$ cat config.mk
export PLATFORM = sky130hd
export DESIGN_NAME = parking_lot_ctrl
export DESIGN_NICKNAME = d
export VERILOG_FILES = /design/src/rtl/parking_pkg.sv /design/src/rtl/parking_lot_ctrl_lane_fsm.sv /design/src/rtl/parking_lot_ctrl.sv
export SDC_FILE = /design/constraint.sdc
export NUM_CORES = 1
export LEC_CHECK = 0
export BUFFER_PORTS_ARGS = -buffer_cell sky130_fd_sc_hd__buf_2
export CAP_MARGIN = 10
export CORE_MARGIN = 4
export CORE_UTILIZATION = 66
export CTS_BUF_LIST = sky130_fd_sc_hd__clkbuf_2 sky130_fd_sc_hd__clkbuf_4 sky130_fd_sc_hd__clkbuf_8
export DETAILED_ROUTE_END_ITERATION = 16
export PLACE_DENSITY = 0.88
export SKIP_CTS_REPAIR_TIMING = 1
export SLEW_MARGIN = 15
export SYNTH_ARGS = -nofsm -noshare
export SYNTH_HDL_FRONTEND = slang
export SYNTH_SLANG_ARGS = --single-unit
export TNS_END_PERCENT = 50
$ cat constraint.sdc
create_clock -name Clk -period 10.05 [get_ports Clk]
set_clock_uncertainty 0.1 [all_clocks]
set_input_delay 0.5025 -clock Clk [delete_from_list [all_inputs] [get_ports Clk]]
set_output_delay 0.5025 -clock Clk [all_outputs]
set_load 0.05 [all_outputs]
$ cat src/rtl/parking_pkg.sv
// Shared types and sensor pattern constants for the parking-lot occupancy controller.
package parking_pkg;

  typedef enum logic [2:0] {
    IDLE,
    EN1,
    EN2,
    EN3,
    EX1,
    EX2,
    EX3,
    CLR
  } lane_state_t;

  // Patterns are {B, A}: B is the inner beam, A the outer beam.
  localparam logic [1:0] P_NONE = 2'b00;
  localparam logic [1:0] P_A    = 2'b01;
  localparam logic [1:0] P_AB   = 2'b11;
  localparam logic [1:0] P_B    = 2'b10;

endpackage

$ cat src/rtl/parking_lot_ctrl_lane_fsm.sv
// Per-lane sensor synchronizer and entry/exit sequence decoder with registered pulses.
module lane_fsm
  import parking_pkg::*;
(
  input  logic       Clk,
  input  logic       Rst_n,
  input  logic [1:0] Sensor,
  output logic       Enter,
  output logic       Exit
);

  logic [1:0]  sync1;
  logic [1:0]  sync2;
  lane_state_t state;

  // A pattern equal to the previous step steps back one state; anything unexpected parks in CLR.
  always_ff @(posedge Clk or negedge Rst_n) begin
    if (!Rst_n) begin
      sync1 <= '0;
      sync2 <= '0;
      state <= IDLE;
      Enter <= 1'b0;
      Exit  <= 1'b0;
    end else begin
      sync1 <= Sensor;
      sync2 <= sync1;
      Enter <= 1'b0;
      Exit  <= 1'b0;
      case (state)
        IDLE: begin
          case (sync2)
            P_NONE:  state <= IDLE;
            P_A:     state <= EN1;
            P_B:     state <= EX1;
            default: state <= CLR;
          endcase
        end
        EN1: begin
          case (sync2)
            P_A:     state <= EN1;
            P_AB:    state <= EN2;
            P_NONE:  state <= IDLE;
            default: state <= CLR;
          endcase
        end
        EN2: begin
          case (sync2)
            P_AB:    state <= EN2;
            P_B:     state <= EN3;
            P_A:     state <= EN1;
            default: state <= CLR;
          endcase
        end
        EN3: begin
          case (sync2)
            P_B:     state <= EN3;
            P_AB:    state <= EN2;
            P_NONE: begin
              state <= IDLE;
              Enter <= 1'b1;
            end
            default: state <= CLR;
          endcase
        end
        EX1: begin
          case (sync2)
            P_B:     state <= EX1;
            P_AB:    state <= EX2;
            P_NONE:  state <= IDLE;
            default: state <= CLR;
          endcase
        end
        EX2: begin
          case (sync2)
            P_AB:    state <= EX2;
            P_A:     state <= EX3;
            P_B:     state <= EX1;
            default: state <= CLR;
          endcase
        end
        EX3: begin
          case (sync2)
            P_A:     state <= EX3;
            P_AB:    state <= EX2;
            P_NONE: begin
              state <= IDLE;
              Exit  <= 1'b1;
            end
            default: state <= CLR;
          endcase
        end
        default: begin
          if (sync2 == P_NONE) state <= IDLE;
        end
      endcase
    end
  end

endmodule

$ cat src/rtl/parking_lot_ctrl.sv
// N-lane parking-lot controller: per-lane decoders feeding one saturating occupancy counter.
module parking_lot_ctrl
  import parking_pkg::*;
#(
  parameter  int LANES    = 2,
  parameter  int CAPACITY = 25,
  localparam int CNT_W    = $clog2(CAPACITY + 1)
) (
  input  logic                 Clk,
  input  logic                 Rst_n,
  input  logic [2*LANES-1:0]   Sensor,
  output logic [LANES-1:0]     Enter,
  output logic [LANES-1:0]     Exit,
  output logic [CNT_W-1:0]     Count,
  output logic                 Full,
  output logic                 Empty,
  output logic                 Overflow,
  output logic                 Underflow
);

  localparam int AW = CNT_W + 4;

  for (genvar i = 0; i < LANES; i++) begin : lanes
    lane_fsm u_lane (
      .Clk    (Clk),
      .Rst_n  (Rst_n),
      .Sensor (Sensor[2*i+1:2*i]),
      .Enter  (Enter[i]),
      .Exit   (Exit[i])
    );
  end

  logic [AW-1:0]    e_cnt;
  logic [AW-1:0]    x_cnt;
  logic [AW-1:0]    cnt_ext;
  logic [AW-1:0]    x_eff;
  logic [AW-1:0]    room;
  logic [AW-1:0]    e_eff;
  logic [CNT_W-1:0] count_nxt;
  logic             ovf_nxt;
  logic             unf_nxt;

  // Exits free space before entries claim it, so a same-cycle swap at full capacity nets to zero.
  always_comb begin
    e_cnt = '0;
    x_cnt = '0;
    for (int i = 0; i < LANES; i++) begin
      e_cnt = e_cnt + AW'(Enter[i]);
      x_cnt = x_cnt + AW'(Exit[i]);
    end
    cnt_ext   = AW'(Count);
    unf_nxt   = (x_cnt > cnt_ext);
    x_eff     = unf_nxt ? cnt_ext : x_cnt;
    room      = AW'(CAPACITY) - cnt_ext + x_eff;
    ovf_nxt   = (e_cnt > room);
    e_eff     = ovf_nxt ? room : e_cnt;
    count_nxt = CNT_W'(cnt_ext - x_eff + e_eff);
  end

  always_ff @(posedge Clk or negedge Rst_n) begin
    if (!Rst_n) begin
      Count     <= '0;
      Overflow  <= 1'b0;
      Underflow <= 1'b0;
    end else begin
      Count     <= count_nxt;
      Overflow  <= ovf_nxt;
      Underflow <= unf_nxt;
    end
  end

  assign Full  = (Count == CNT_W'(CAPACITY));
  assign Empty = (Count == '0);

endmodule

Yosys cells after proc, flatten, opt, wreduce, memory -nomap -nowiden
Cells that the tools add are included.
W data, S select, Z words.

word-level totals
  output and inout bits = 13
  word-level logic and storage cells = 73
  bits of input ports = 6
  flip-flop bits (word level) = 25

cells by class
  muxes and demuxes = 26
  equal/unequal tests = 19
  order comparisons = 2
  reductions and logical operators = 7
  add/subtract/negate cells = 6

operator list
  kind                   number
  $pmux W3 S3            12
  $pmux W3 S7            2
  $eq A3 B3 Y1 const B   6
  $reduce_bool A8 Y1     2
  $eq A3 B2 Y1 const B   4
  $pmux W2 S3            2
  $mux W5                2
  $gt A2 B9 Y1           1
  $eq A2 B2 Y1 const B   4
  $add A6 B6 Y7          1
  $eq A3 B1 Y1 const B   2
  $logic_not A3 Y1       2
  $mux W1                6
  $mux W3                2
  $sub A5 B5 Y6 const A  1
  $add A5 B5 Y5          1
  $eq A5 B5 Y1 const B   1
  $gt A2 B5 Y1           1
  $logic_not A5 Y1       1
  $sub A5 B5 Y5          1
  $add A1 B1 Y2          2
  $eq A2 B1 Y1 const B   2
  $logic_not A2 Y1       2

Longest topological paths before layout
Gate-level depths: netlist of run 1.

  word-level depth = 7
  mapped depth = 25
  gate-level depth less buffers = 25

By module
A second synthesis of run 1 with hierarchy kept.

unflattened totals
  cell total of the unflattened synthesis = 206
  area, all modules = 2009.4 um^2

modules (own cells, without submodules)
  module            cells each  sequential area each (um^2)  area an instance (um^2)  times used
  lane_fsm          54          225.2                        558.0                    2
  parking_lot_ctrl  98          175.2                        893.4                    1

Worst setup path before layout of run 1
No wires, ideal clock.

  path kind = reg2reg
  start point = reg Count[1]
  end point = reg Count[4]
  setup time = 0.125 ns
  path buffers = 0
  arrival = 4.910 ns
  data required time = 9.825 ns
  cell stages (with the launch flop) = 22
  path slack = 4.915 ns
  period minus slack after synthesis = 5.135 ns
  cells stage by stage = dfrtp_1 -> inv_1 -> ha_1 -> nor2b_1 -> o21ai_1 -> nand2_1 -> o21ai_1 -> ha_1 -> inv_1 -> fa_1 -> ha_1 -> nand2_1 -> o21ai_0 -> nor4_2 -> o221a_2 -> mux2i_1 -> fa_1 -> fa_1 -> inv_1 -> a21o_1 -> a21oi_1 -> xnor2_1

on the way
  longest elaborated chain between the ends = 6
  elaborated cells between the ends (all ways) = 8
  classes of those cells = add/sub (4); order compare (2); mux (2)

RTL lines
  item                    RTL line                text
  from (decl)             parking_lot_ctrl.sv:14  output logic [CNT_W-1:0] Count,
  from (signal assigned)  parking_lot_ctrl.sv:66  Count <= count_nxt;
  $gt A2 B5 Y1            parking_lot_ctrl.sv:52  unf_nxt = (x_cnt > cnt_ext);
  $mux W5                 parking_lot_ctrl.sv:53  x_eff = unf_nxt ? cnt_ext : x_cnt;
  $add A6 B6 Y7 *         parking_lot_ctrl.sv:54  room = AW'(CAPACITY) - cnt_ext + x_eff;
  $gt A2 B9 Y1 *          parking_lot_ctrl.sv:55  ovf_nxt = (e_cnt > room);
  net ovf_nxt             parking_lot_ctrl.sv:40  logic ovf_nxt;
  $mux W5 *               parking_lot_ctrl.sv:56  e_eff = ovf_nxt ? room : e_cnt;
  $add A5 B5 Y5 *         parking_lot_ctrl.sv:57  count_nxt = CNT_W'(cnt_ext - x_eff + e_eff);
  net count_nxt[4]        parking_lot_ctrl.sv:39  logic [CNT_W-1:0] count_nxt;

Mark *: on every way through the listed nets, which the timed path passes. The rest lies on a longest branch.
A chain may end at the register's enable or synchronous reset.

Worst setup path after layout of run 1
  start point = reg lanes[0].u_lane.Exit
  end point = reg Count[4]

on the way
  longest elaborated chain between the ends = 7
  elaborated cells between the ends (all ways) = 8
  classes of those cells = add/sub (4); order compare (2); mux (2)

RTL lines
  item                    RTL line                         text
  from (decl)             parking_lot_ctrl_lane_fsm.sv:9   output logic Exit
  from (signal assigned)  parking_lot_ctrl_lane_fsm.sv:23  Exit <= 1'b0;
  from (signal assigned)  parking_lot_ctrl_lane_fsm.sv:28  Exit <= 1'b0;
  from (signal assigned)  parking_lot_ctrl_lane_fsm.sv:87  Exit <= 1'b1;
  $add A1 B1 Y2 *         parking_lot_ctrl.sv:49           x_cnt = x_cnt + AW'(Exit[i]);
  $gt A2 B5 Y1            parking_lot_ctrl.sv:52
  $mux W5 *               parking_lot_ctrl.sv:53
  $add A6 B6 Y7 *         parking_lot_ctrl.sv:54
  $gt A2 B9 Y1 *          parking_lot_ctrl.sv:55
  net ovf_nxt             parking_lot_ctrl.sv:40
  $mux W5 *               parking_lot_ctrl.sv:56
  $add A5 B5 Y5 *         parking_lot_ctrl.sv:57
  net count_nxt[4]        parking_lot_ctrl.sv:39

Marked as above.

==> results of run 1 <==
critical path: stages, from the launching register on:
cell     delay, ns
dfrtp_1       0.41
ha_1          0.23
ha_1          0.29
nor2b_1       0.13
o21ai_1       0.31
nand2_1       0.10
o21ai_1       0.11
ha_1          0.22
inv_1         0.07
fa_1          0.47
ha_1          0.31
nand2_1       0.07
o21ai_0       0.09
nor4_2        0.22
o221a_2       0.26
mux2i_1       0.25
fa_1          0.50
fa_1          0.47
inv_1         0.07
a21o_1        0.10
a21oi_1       0.07
xnor2_1       0.12
registers in the layout, indices dropped and copies added, names as in the netlist:
name                cells
Underflow               1
Overflow                1
lanes.u_lane.sync1      4
lanes.u_lane.Exit       2
lanes.u_lane.sync2      4
lanes.u_lane.Enter      2
lanes.u_lane.state      6
Count                   5
worst paths after layout:
| check | slack [ns] | cells after the start | endpoint |
|---|---|---|---|
| worst max-delay path | 4.97 | 21 | Count[4] |
| worst min-delay path | 0.04 | 1 | Overflow |
| worst max register to register | 4.97 | 21 | Count[4] |
| worst min register to register | 0.27 | 0 | lanes[1].u_lane.sync2[1] |
| max in group asynchronous | 9.43 | 1 | lanes[1].u_lane.state[2] |
| min in group Clk | 0.17 | 1 | lanes[0].u_lane.sync1[0] |
per-layer routing:
layer	routed length (um)	GRT usage, %
met3	100	2.893
met4	64	6.970
met1	1480	27.56
met2	1726	36.92
met5	0	0
cell families after synthesis:
logic type / Yosys count
DFF: 25
buffers and inverters: 38
and+or+nand+nor: 54
muxes: 5
adders and majority gates: 34
xor gates and xnor gates: 6
AOI/OAI and AO/OA: 44
other: 2
power by group through the flow:
stage / sequential [mW] / clock [mW] / combinational (mW)
floorplan: 0.196 / 0 / 0.299
detailed placement: 0.185 / 0 / 0.382
global placement: 0.184 / 0 / 0.370
finish: 0.184 / 0.0479 / 0.384
CTS: 0.183 / 0.0506 / 0.386
global route: 0.192 / 0.0563 / 0.433
cell usage after synthesis (2+ instances only):
library cell  number  area, sq um
inv_1             28        105.1
mux2i_1            4        40.04
o21ai_1            3        15.01
nor3b_1            2        15.01
a21o_1             4        30.03
dfrtp_1           25        625.6
nor2_1            10        37.54
ha_1              31        387.9
nor3_1             8        40.04
nand2_1           14        52.55
o21ai_0            7        35.03
nand2b_1           3        18.77
clkbuf_1           5        18.77
xor2_1             3        26.28
xnor2_1            3        26.28
and2b_1            2        15.01
a21oi_1           17        85.08
buf_4              4        30.03
conb_1             2        7.510
nand3_1            4        20.02
nor2b_1            3        18.77
fa_1               3        60.06
and3_1             2        12.51
o221ai_1           2        17.52
stage by stage:
step                util (%)  area (sq um)  setup slack, ns  power, mW
floorplan                  -          1919            4.915     0.4945
global placement       72.32          1994            5.144     0.5545
detailed placement     72.32          1994            4.975     0.5668
CTS                    73.46          2026            4.942     0.6196
global route           73.46          2026            4.594     0.6814
finish                 73.46          2026            4.969     0.6164
final cells by class:
type	count	area (sq um)	area share [%]
Clock buffer	3	22.52	1.112
Clock inverter	1	8.758	0.4324
Inverter	28	105.1	5.188
Multi-Input combinational cell	148	1135	56.02
Sequential cell	25	625.6	30.88
Tap cell	31	38.79	1.915
Timing Repair Buffer	18	90.09	4.447
==> flow_metrics.env, run 1 <==
export IMPL_fin_tns_setup_ns=0
export IMPL_num_vias=1429
export IMPL_cts_htree_levels=1
export IMPL_globalplace_congestion=0.8740
export IMPL_fmax_mhz=196.8
export IMPL_io_buffers=18
export IMPL_cts_sinks=25
export IMPL_power_density_mw_per_mm2=304.3
export IMPL_grt_pass1_vias=1464
export IMPL_place_inst=250
export IMPL_ant_nets=0
export IMPL_areaGrowthSynthToFinish_pct=6.164
export IMPL_die_area_sq_mm=0.003816
export IMPL_fin_crit_ns=5.081
export IMPL_cts_tree="yes"
export IMPL_diodes=0
export IMPL_relSlewSlack_pct=62.60
export IMPL_avgSynthCellArea_sq_um=9.173
export IMPL_p_sw_mw=0.3071
export IMPL_clk_transition_reported_paths_ns=0.15
export IMPL_worst_slew_pin_slew_ns=0.5609
export IMPL_synth_top_family_by_area="adder cells"
export IMPL_place_detailed_hpwl_mm=2.716
export IMPL_setup_viol=0
export IMPL_cap_violations=0
export IMPL_final_common_cell="ha_1"
export IMPL_viasPerCell=5.626
export IMPL_post_route_period_util_pct=50.56
export IMPL_start_kind="flop"
export IMPL_synth_edf_count=0
export IMPL_clockRootBuffer="clkbuf_4"
export IMPL_worstSetupPathType="flop to flop"
export IMPL_nets=264
export IMPL_drive_gt1_share_pct=11.66
export IMPL_critPathMaxFanout=6
export IMPL_synth_fa_ha_area_share_pct=23.48
export IMPL_ioPinCount=19
export IMPL_synthArstFlopShare_pct=100.0
export IMPL_combinationalPowerShare_pct=62.4
export IMPL_fin_cells=254
export IMPL_hold_class="primary input to asynchronous set/reset pin"
export IMPL_dr_pass1_iters=4
export IMPL_pwr_share_clk_pct=7.8
export IMPL_synth_compound_area_share_pct=14.43
export IMPL_synth_top_flop_cell="dfrtp_1"
export IMPL_swShare_pct=49.81
export IMPL_synth_cell_types=43
export IMPL_p_leak_nw=1.067
export IMPL_max_clock_path_buffers=2
export IMPL_synth_yosys_seq_area_share_pct=32.79
export IMPL_yosysWarnings=0
export IMPL_worst_endpoint_required_ns=10.17
export IMPL_internal_power_mw=0.3094
export IMPL_wl_per_cell_um=13.27
export IMPL_synth_cells=208
export IMPL_status="complete, no violations"
export IMPL_synthMuxAreaShare_pct=2.689
export IMPL_grt_first_pass_wirelength_mm=6.078
export IMPL_hold_viol_final=0
export IMPL_grt_max_degree=26
export IMPL_cts_buffers=3
export IMPL_synth_xor_area_share_pct=2.754
export IMPL_dieHeight_um=61.77
export IMPL_drt_iter0_drc=74
export IMPL_irDropWorstVdd_uv=321.7
export IMPL_synth_simple_area_share_pct=15.15
export IMPL_drc=0
export IMPL_fp_dieW_um=61.77
export IMPL_worst_hold_slack_ns=0.04381
export IMPL_slew_violations=0
export IMPL_seqPwrFrac_pct=29.9
export IMPL_start_util_pct=69.19
export IMPL_grt_use_total_pct=21.34
export IMPL_grt_setup_unrepaired="false"
export IMPL_rr_startpoint="lanes[0].u_lane.Exit"
export IMPL_fillers=212
export IMPL_rows=19
export IMPL_cp_data_arrival_time_ns=5.20
export IMPL_mostFrequentLayoutCells="31 x ha_1, 28 x inv_1, 25 x dfrtp_1, 18 x buf_2, 17 x a21oi_1"
export IMPL_crit_path_start="lanes[0].u_lane.Exit"
export IMPL_end_kind="flop"
export IMPL_antenna_found_initial=0
export IMPL_clk_latency_ns=0.32
export IMPL_drt_total_wl_mm=3.371
export IMPL_syn_area_sq_mm=0.001908
export IMPL_grt_overflow_total=0
export IMPL_synth_seq_cells=25
export IMPL_core_sq_mm=0.002758
Note: power is estimated with default switching activity, not from simulation.
==> run 2: changes to the inputs <==
CORE_UTILIZATION = 61   (was 66)
PLACE_DENSITY = 0.82   (was 0.88)
clock period = 4.9 ns   (was 10.05 ns; I/O delays follow)
==> flow_metrics.env, run 2 (same netlist as run 1, synthesis figures left out) <==
export IMPL_irDropWorstVdd_uv=400.7
export IMPL_crit_top_cell="inv_2"
export IMPL_areaGrowthSynthToFinish_pct=17.51
export IMPL_power_density_mw_per_mm2=619.1
export IMPL_worst_endpoint_required_ns=5.07
export IMPL_cp_slowest_cell="fa_2"
export IMPL_dieHeight_um=63.93
export IMPL_cap_violations=0
export IMPL_end_kind="flop"
export IMPL_start_util_pct=63.02
export IMPL_fin_area_sq_mm=0.002242
export IMPL_setup_viol=0
export IMPL_setup_ws_ns=0.07474
export IMPL_r2r_slack_ns=0.07
export IMPL_final_common_cell="ha_1"
export IMPL_reg_top3="lanes.u_lane.state x6, Count x5"
export IMPL_nets=276
export IMPL_worstPathCellList="ha_4, inv_2, ha_4, a21oi_2, o21ai_2, o21ai_2, ha_2, inv_2, fa_2, ha_4, nand2_2, o21ai_2, nor4_2, o221a_2, mux2i_1, ha_1, inv_1, ha_2, inv_2, fa_2, inv_2, a21o_1, a21oi_2, xnor2_1"
export IMPL_placed_area_sq_mm=0.002053
export IMPL_diodes=0
export IMPL_clk_transition_reported_paths_ns=0.15
export IMPL_max_clock_path_buffers=2
export IMPL_critPathMaxFanout=3
export IMPL_cts_buffers=3
export IMPL_fillers=221
export IMPL_multi_input_area_sq_mm=0.001231
export IMPL_ant_nets=0
export IMPL_grt_pass1_vias=1378
export IMPL_fp_dieW_um=63.93
export IMPL_cp_data_arrival_time_ns=4.99
export IMPL_ioPinCount=19
export IMPL_globalplace_congestion=0.8880
export IMPL_grt_first_pass_wirelength_mm=6.106
export IMPL_worst_slew_pin_slew_ns=0.5504
export IMPL_core_sq_mm=0.003028
export IMPL_place_ws_ns=-0.1096
export IMPL_fmax_mhz=207.2
export IMPL_die_area_sq_mm=0.004087
export IMPL_hold_class="flop to flop"
export IMPL_min_from="lanes[1].u_lane.sync1[1]"
export IMPL_io_buffers=18
export IMPL_critPathMaxStageDelay_ns=0.60
export IMPL_r2r_cells=24
export IMPL_drc=0
export IMPL_status="complete, no violations"
export IMPL_viasPerCell=5.326
export IMPL_post_route_period_util_pct=98.47
export IMPL_grt_overflow_total=0
export IMPL_dr_pass1_iters=4
export IMPL_fin_crit_ns=4.825
export IMPL_grt_setup_unrepaired="true"
export IMPL_p_leak_nw=1.117
export IMPL_grt_use_total_pct=18.76
export IMPL_seqCellArea_sq_um=626.9
export IMPL_power_mw=1.388
export IMPL_min_to="lanes[1].u_lane.sync2[1]"
export IMPL_worstSetupPathType="flop to flop"
export IMPL_cts_tree="yes"
export IMPL_num_vias=1486
export IMPL_cts_sinks=25
export IMPL_hold_viol_final=0
export IMPL_clk_latency_ns=0.34
export IMPL_wl_per_cell_um=13.20
export IMPL_drt_iter0_drc=112
export IMPL_clockRootBuffer="clkbuf_4"
export IMPL_rows=20
export IMPL_cts_htree_levels=1
export IMPL_drive_gt1_share_pct=22.98
export IMPL_relSlewSlack_pct=63.31
export IMPL_whs_path_depth=0
export IMPL_rr_startpoint="lanes[0].u_lane.Exit"
export IMPL_place_detailed_hpwl_mm=2.675
export IMPL_reg2reg_to="Count[4]"
export IMPL_largest_register="lanes.u_lane.state"
export IMPL_slew_violations=0
export IMPL_drt_total_wl_mm=3.683
export IMPL_start_kind="flop"
export IMPL_largest_register_ffs=6
export IMPL_antenna_found_initial=0
export IMPL_grt_max_degree=26
export IMPL_mostFrequentLayoutCells="25 x ha_1, 24 x dfrtp_1, 24 x inv_1, 18 x buf_2, 15 x a21oi_1"
export IMPL_post_route_util_pct=74.05
-- run 2: changes by cell type in the layout (fill, tap and decap cells not counted), sizes merged --
cell,change
dlygate4sd3,+5
buf,+7
-- run 2: per-layer routing --
metal | routed length (um) | GRT usage (%) | vias up
met1 | 1663 | 25.03 | 688
met2 | 1808 | 31.10 | 32
met4 | 48 | 4.043 | 0
li1 | - | - | 760
met3 | 163 | 4.218 | 6
met5 | 0 | 0 | -
-- run 2: stage by stage --
step           setup TNS [ns]  hold WS, ns  cells
2_1_floorplan               0      -0.1506    211
3_3_place_gp                0       0.1689    268
3_5_place_dp          -0.1209       0.1696    268
4_1_cts               -0.1265      -0.2266    272
5_1_grt               -0.3621       0.2815    279
6_report                    0       0.2700    279
-- run 2: area by class of cell --
class                   instances  area share, %
well taps                      44          2.455
repair buffers                 30          8.594
inverters                      28          4.688
clock inverters                 1         0.3906
multi-input cells             148          54.91
clock buffers                   3          1.004
flip-flops and latches         25          27.96
-- run 2: worst max-delay path: cells and delay by family, from the launching register on --
kind / cells / cell delay (ns)
multiplexers: 1 / 0.24
adder cells (fa/ha/maj): 8 / 2.34
flip-flops: 1 / 0.44
AND/OR/NAND/NOR: 2 / 0.29
AO/OA/AOI/OAI: 7 / 0.93
XOR/XNOR: 1 / 0.16
buffers and inverters: 5 / 0.24
-- run 2: power breakdown --
group	switching (mW)	internal, mW	leakage (nW)
Combinational	0.518	0.402	0.795
Clock	0.0687	0.0334	0.0183
Sequential	0.0984	0.268	0.303
Total	0.685	0.703	1.12
-- run 2: worst max path at each step --
stage | end | slack (ns) | startpoint | cells after the start
global placement | Count[4] | 0.12 | lanes[0].u_lane.Exit | 21
floorplan | Count[4] | 0.04 | Count[1] | 21
detailed placement | Count[4] | -0.11 | lanes[0].u_lane.Exit | 21
finish | Count[4] | 0.07 | lanes[0].u_lane.Exit | 24
CTS | Count[4] | -0.10 | lanes[0].u_lane.Exit | 21
global route | Count[4] | -0.22 | lanes[0].u_lane.Exit | 24
==> run 3: changes to the inputs <==
CORE_UTILIZATION = 59   (was 61)
CTS_BUF_LIST = not set   (was sky130_fd_sc_hd__clkbuf_2 sky130_fd_sc_hd__clkbuf_4 sky130_fd_sc_hd__clkbuf_8)
PLACE_DENSITY = 0.8   (was 0.82)
==> flow_metrics.env, run 3 (same netlist as run 1, synthesis figures left out) <==
export IMPL_status="complete, no violations"
export IMPL_clk_transition_reported_paths_ns=0.15
export IMPL_p_leak_nw=1.115
export IMPL_slew_violations=0
export IMPL_worst_endpoint_required_ns=5.02
export IMPL_cts_tree="yes"
export IMPL_cap_violations=0
export IMPL_areaGrowthSynthToFinish_pct=18.43
export IMPL_irDropWorstVdd_uv=373.1
export IMPL_viasPerCell=5.314
export IMPL_ioPinCount=19
export IMPL_relSlewSlack_pct=62.63
export IMPL_end_kind="flop"
export IMPL_antenna_found_initial=0
export IMPL_wl_per_cell_um=13.38
export IMPL_crit_path_start="lanes[0].u_lane.Exit"
export IMPL_worstPathCellList="ha_4, inv_2, ha_4, a21oi_2, o21ai_2, o21ai_2, ha_2, inv_2, fa_1, ha_4, nand2_2, o21ai_2, nor4_2, o221a_2, mux2i_4, fa_2, fa_2, inv_2, a21o_1, a21oi_2, xnor2_1"
export IMPL_largest_register_ffs=6
export IMPL_hold_class="flop to flop"
export IMPL_cts_htree_levels=1
export IMPL_max_clock_path_buffers=2
export IMPL_critPathMaxStageDelay_ns=0.60
export IMPL_r2r_cells=21
export IMPL_post_route_util_pct=73.41
export IMPL_cp_slowest_cell="fa_1"
export IMPL_reg_top3="lanes.u_lane.state x6, Count x5"
export IMPL_clockRootBuffer="clkbuf_4"
export IMPL_power_density_mw_per_mm2=622.2
export IMPL_cp_data_arrival_time_ns=4.89
export IMPL_dieHeight_um=64.87
export IMPL_diodes=0
export IMPL_reg2reg_to="Count[4]"
export IMPL_mostFrequentLayoutCells="25 x ha_1, 24 x dfrtp_1, 22 x inv_1, 18 x buf_2, 14 x a21oi_1"
export IMPL_grt_use_total_pct=17.41
export IMPL_cts_sinks=25
export IMPL_rows=20
export IMPL_final_common_cell="ha_1"
export IMPL_r2r_slack_ns=0.13
export IMPL_nets=277
export IMPL_grt_overflow_total=0
export IMPL_num_vias=1488
export IMPL_clk_latency_ns=0.33
export IMPL_worst_hold_slack_ns=0.2691
export IMPL_drive_gt1_share_pct=24.15
export IMPL_fp_dieW_um=64.87
export IMPL_setup_viol=0
export IMPL_globalplace_congestion=0.7919
export IMPL_drt_iter0_drc=116
export IMPL_largest_register="lanes.u_lane.state"
export IMPL_start_kind="flop"
export IMPL_place_detailed_hpwl_mm=2.633
export IMPL_io_buffers=18
export IMPL_rr_startpoint="lanes[0].u_lane.Exit"
export IMPL_drc=0
export IMPL_fin_crit_ns=4.770
export IMPL_ant_nets=0
export IMPL_worst_slew_pin_slew_ns=0.5605
export IMPL_place_inst=268
export IMPL_grt_first_pass_wirelength_mm=5.892
export IMPL_grt_max_degree=26
export IMPL_fmax_mhz=209.7
export IMPL_core_sq_mm=0.003078
export IMPL_post_route_period_util_pct=97.34
export IMPL_cp_endpoint="Count[4]"
export IMPL_die_area_sq_mm=0.004208
export IMPL_grt_pass1_vias=1361
export IMPL_dr_pass1_iters=4
export IMPL_worstSetupPathType="flop to flop"
export IMPL_start_util_pct=61.99
export IMPL_fin_cells=280
export IMPL_critPathMaxFanout=3
export IMPL_hold_viol_final=0
export IMPL_drt_total_wl_mm=3.746
export IMPL_cts_buffers=3
## run 3: cell types whose count changed in the layout (fill, tap and decap cells not counted), sizes merged
cell      previous run  this run
buf                 25        26
clkinvlp             0         1
inv                 29        28
## run 3: where the power goes
| group | internal (mW) | switching, mW | total, mW | leakage [nW] |
|---|---|---|---|---|
| logic | 0.419 | 0.521 | 0.939 | 0.798 |
| registers | 0.268 | 0.102 | 0.370 | 0.303 |
| clock network | 0.0312 | 0.0659 | 0.0971 | 0.0139 |
## run 3: worst min-delay path by stage
stage	cells past startpoint	slack [ns]	end	start
after detailed placement	1	0.17	Overflow	Rst_n
after global placement	1	0.16	Overflow	Rst_n
after global routing	0	0.28	lanes[1].u_lane.sync2[1]	lanes[1].u_lane.sync1[1]
after CTS	1	-0.21	lanes[1].u_lane.Enter	Rst_n
final	0	0.27	lanes[1].u_lane.sync2[1]	lanes[1].u_lane.sync1[1]
after floorplan	0	-0.15	Count[0]	Rst_n
## run 3: critical path, delay by kind of cell (launching register included)
| family | cells | cell delay, ns |
|---|---|---|
| AND/OR/NAND/NOR | 2 | 0.30 |
| multiplexers | 1 | 0.27 |
| adder cells (fa/ha/maj) | 7 | 2.38 |
| XOR/XNOR | 1 | 0.11 |
| flip-flops | 1 | 0.44 |
| AO/OA/AOI/OAI | 7 | 0.91 |
| buffers and inverters | 3 | 0.14 |
## run 3: metal layers
layer  wire length [um]  vias up  global-route usage, %
met5                  0        -                      0
met4                  0        0                  4.222
met3                103        0                  3.120
met2               1889       22                  27.46
met1               1753      711                  24.67
li1                   -      755                      -
## run 3: through the flow
| step | power [mW] | worst slack (ns) | area, sq um | setup TNS [ns] |
|---|---|---|---|---|
| floorplan | 1.017 | 0.04312 | 1924 | 0 |
| global placement | 1.166 | 0.1127 | 2053 | 0 |
| detailed placement | 1.190 | -0.05346 | 2053 | -0.05346 |
| CTS | 1.291 | -0.09423 | 2083 | -0.1278 |
| global route | 1.541 | -0.05384 | 2260 | -0.08532 |
| finish | 1.406 | 0.1302 | 2260 | 0 |
## run 3: cell type report
| class | count | area, sq um |
|---|---|---|
| clock inverters | 1 | 7.507 |
| multi-input cells | 148 | 1242 |
| well taps | 44 | 55.05 |
| fillers | 225 | 818.3 |
| clock buffers | 3 | 22.52 |
| flip-flops and latches | 25 | 626.9 |
| inverters | 28 | 105.1 |
| repair buffers | 31 | 200.2 |
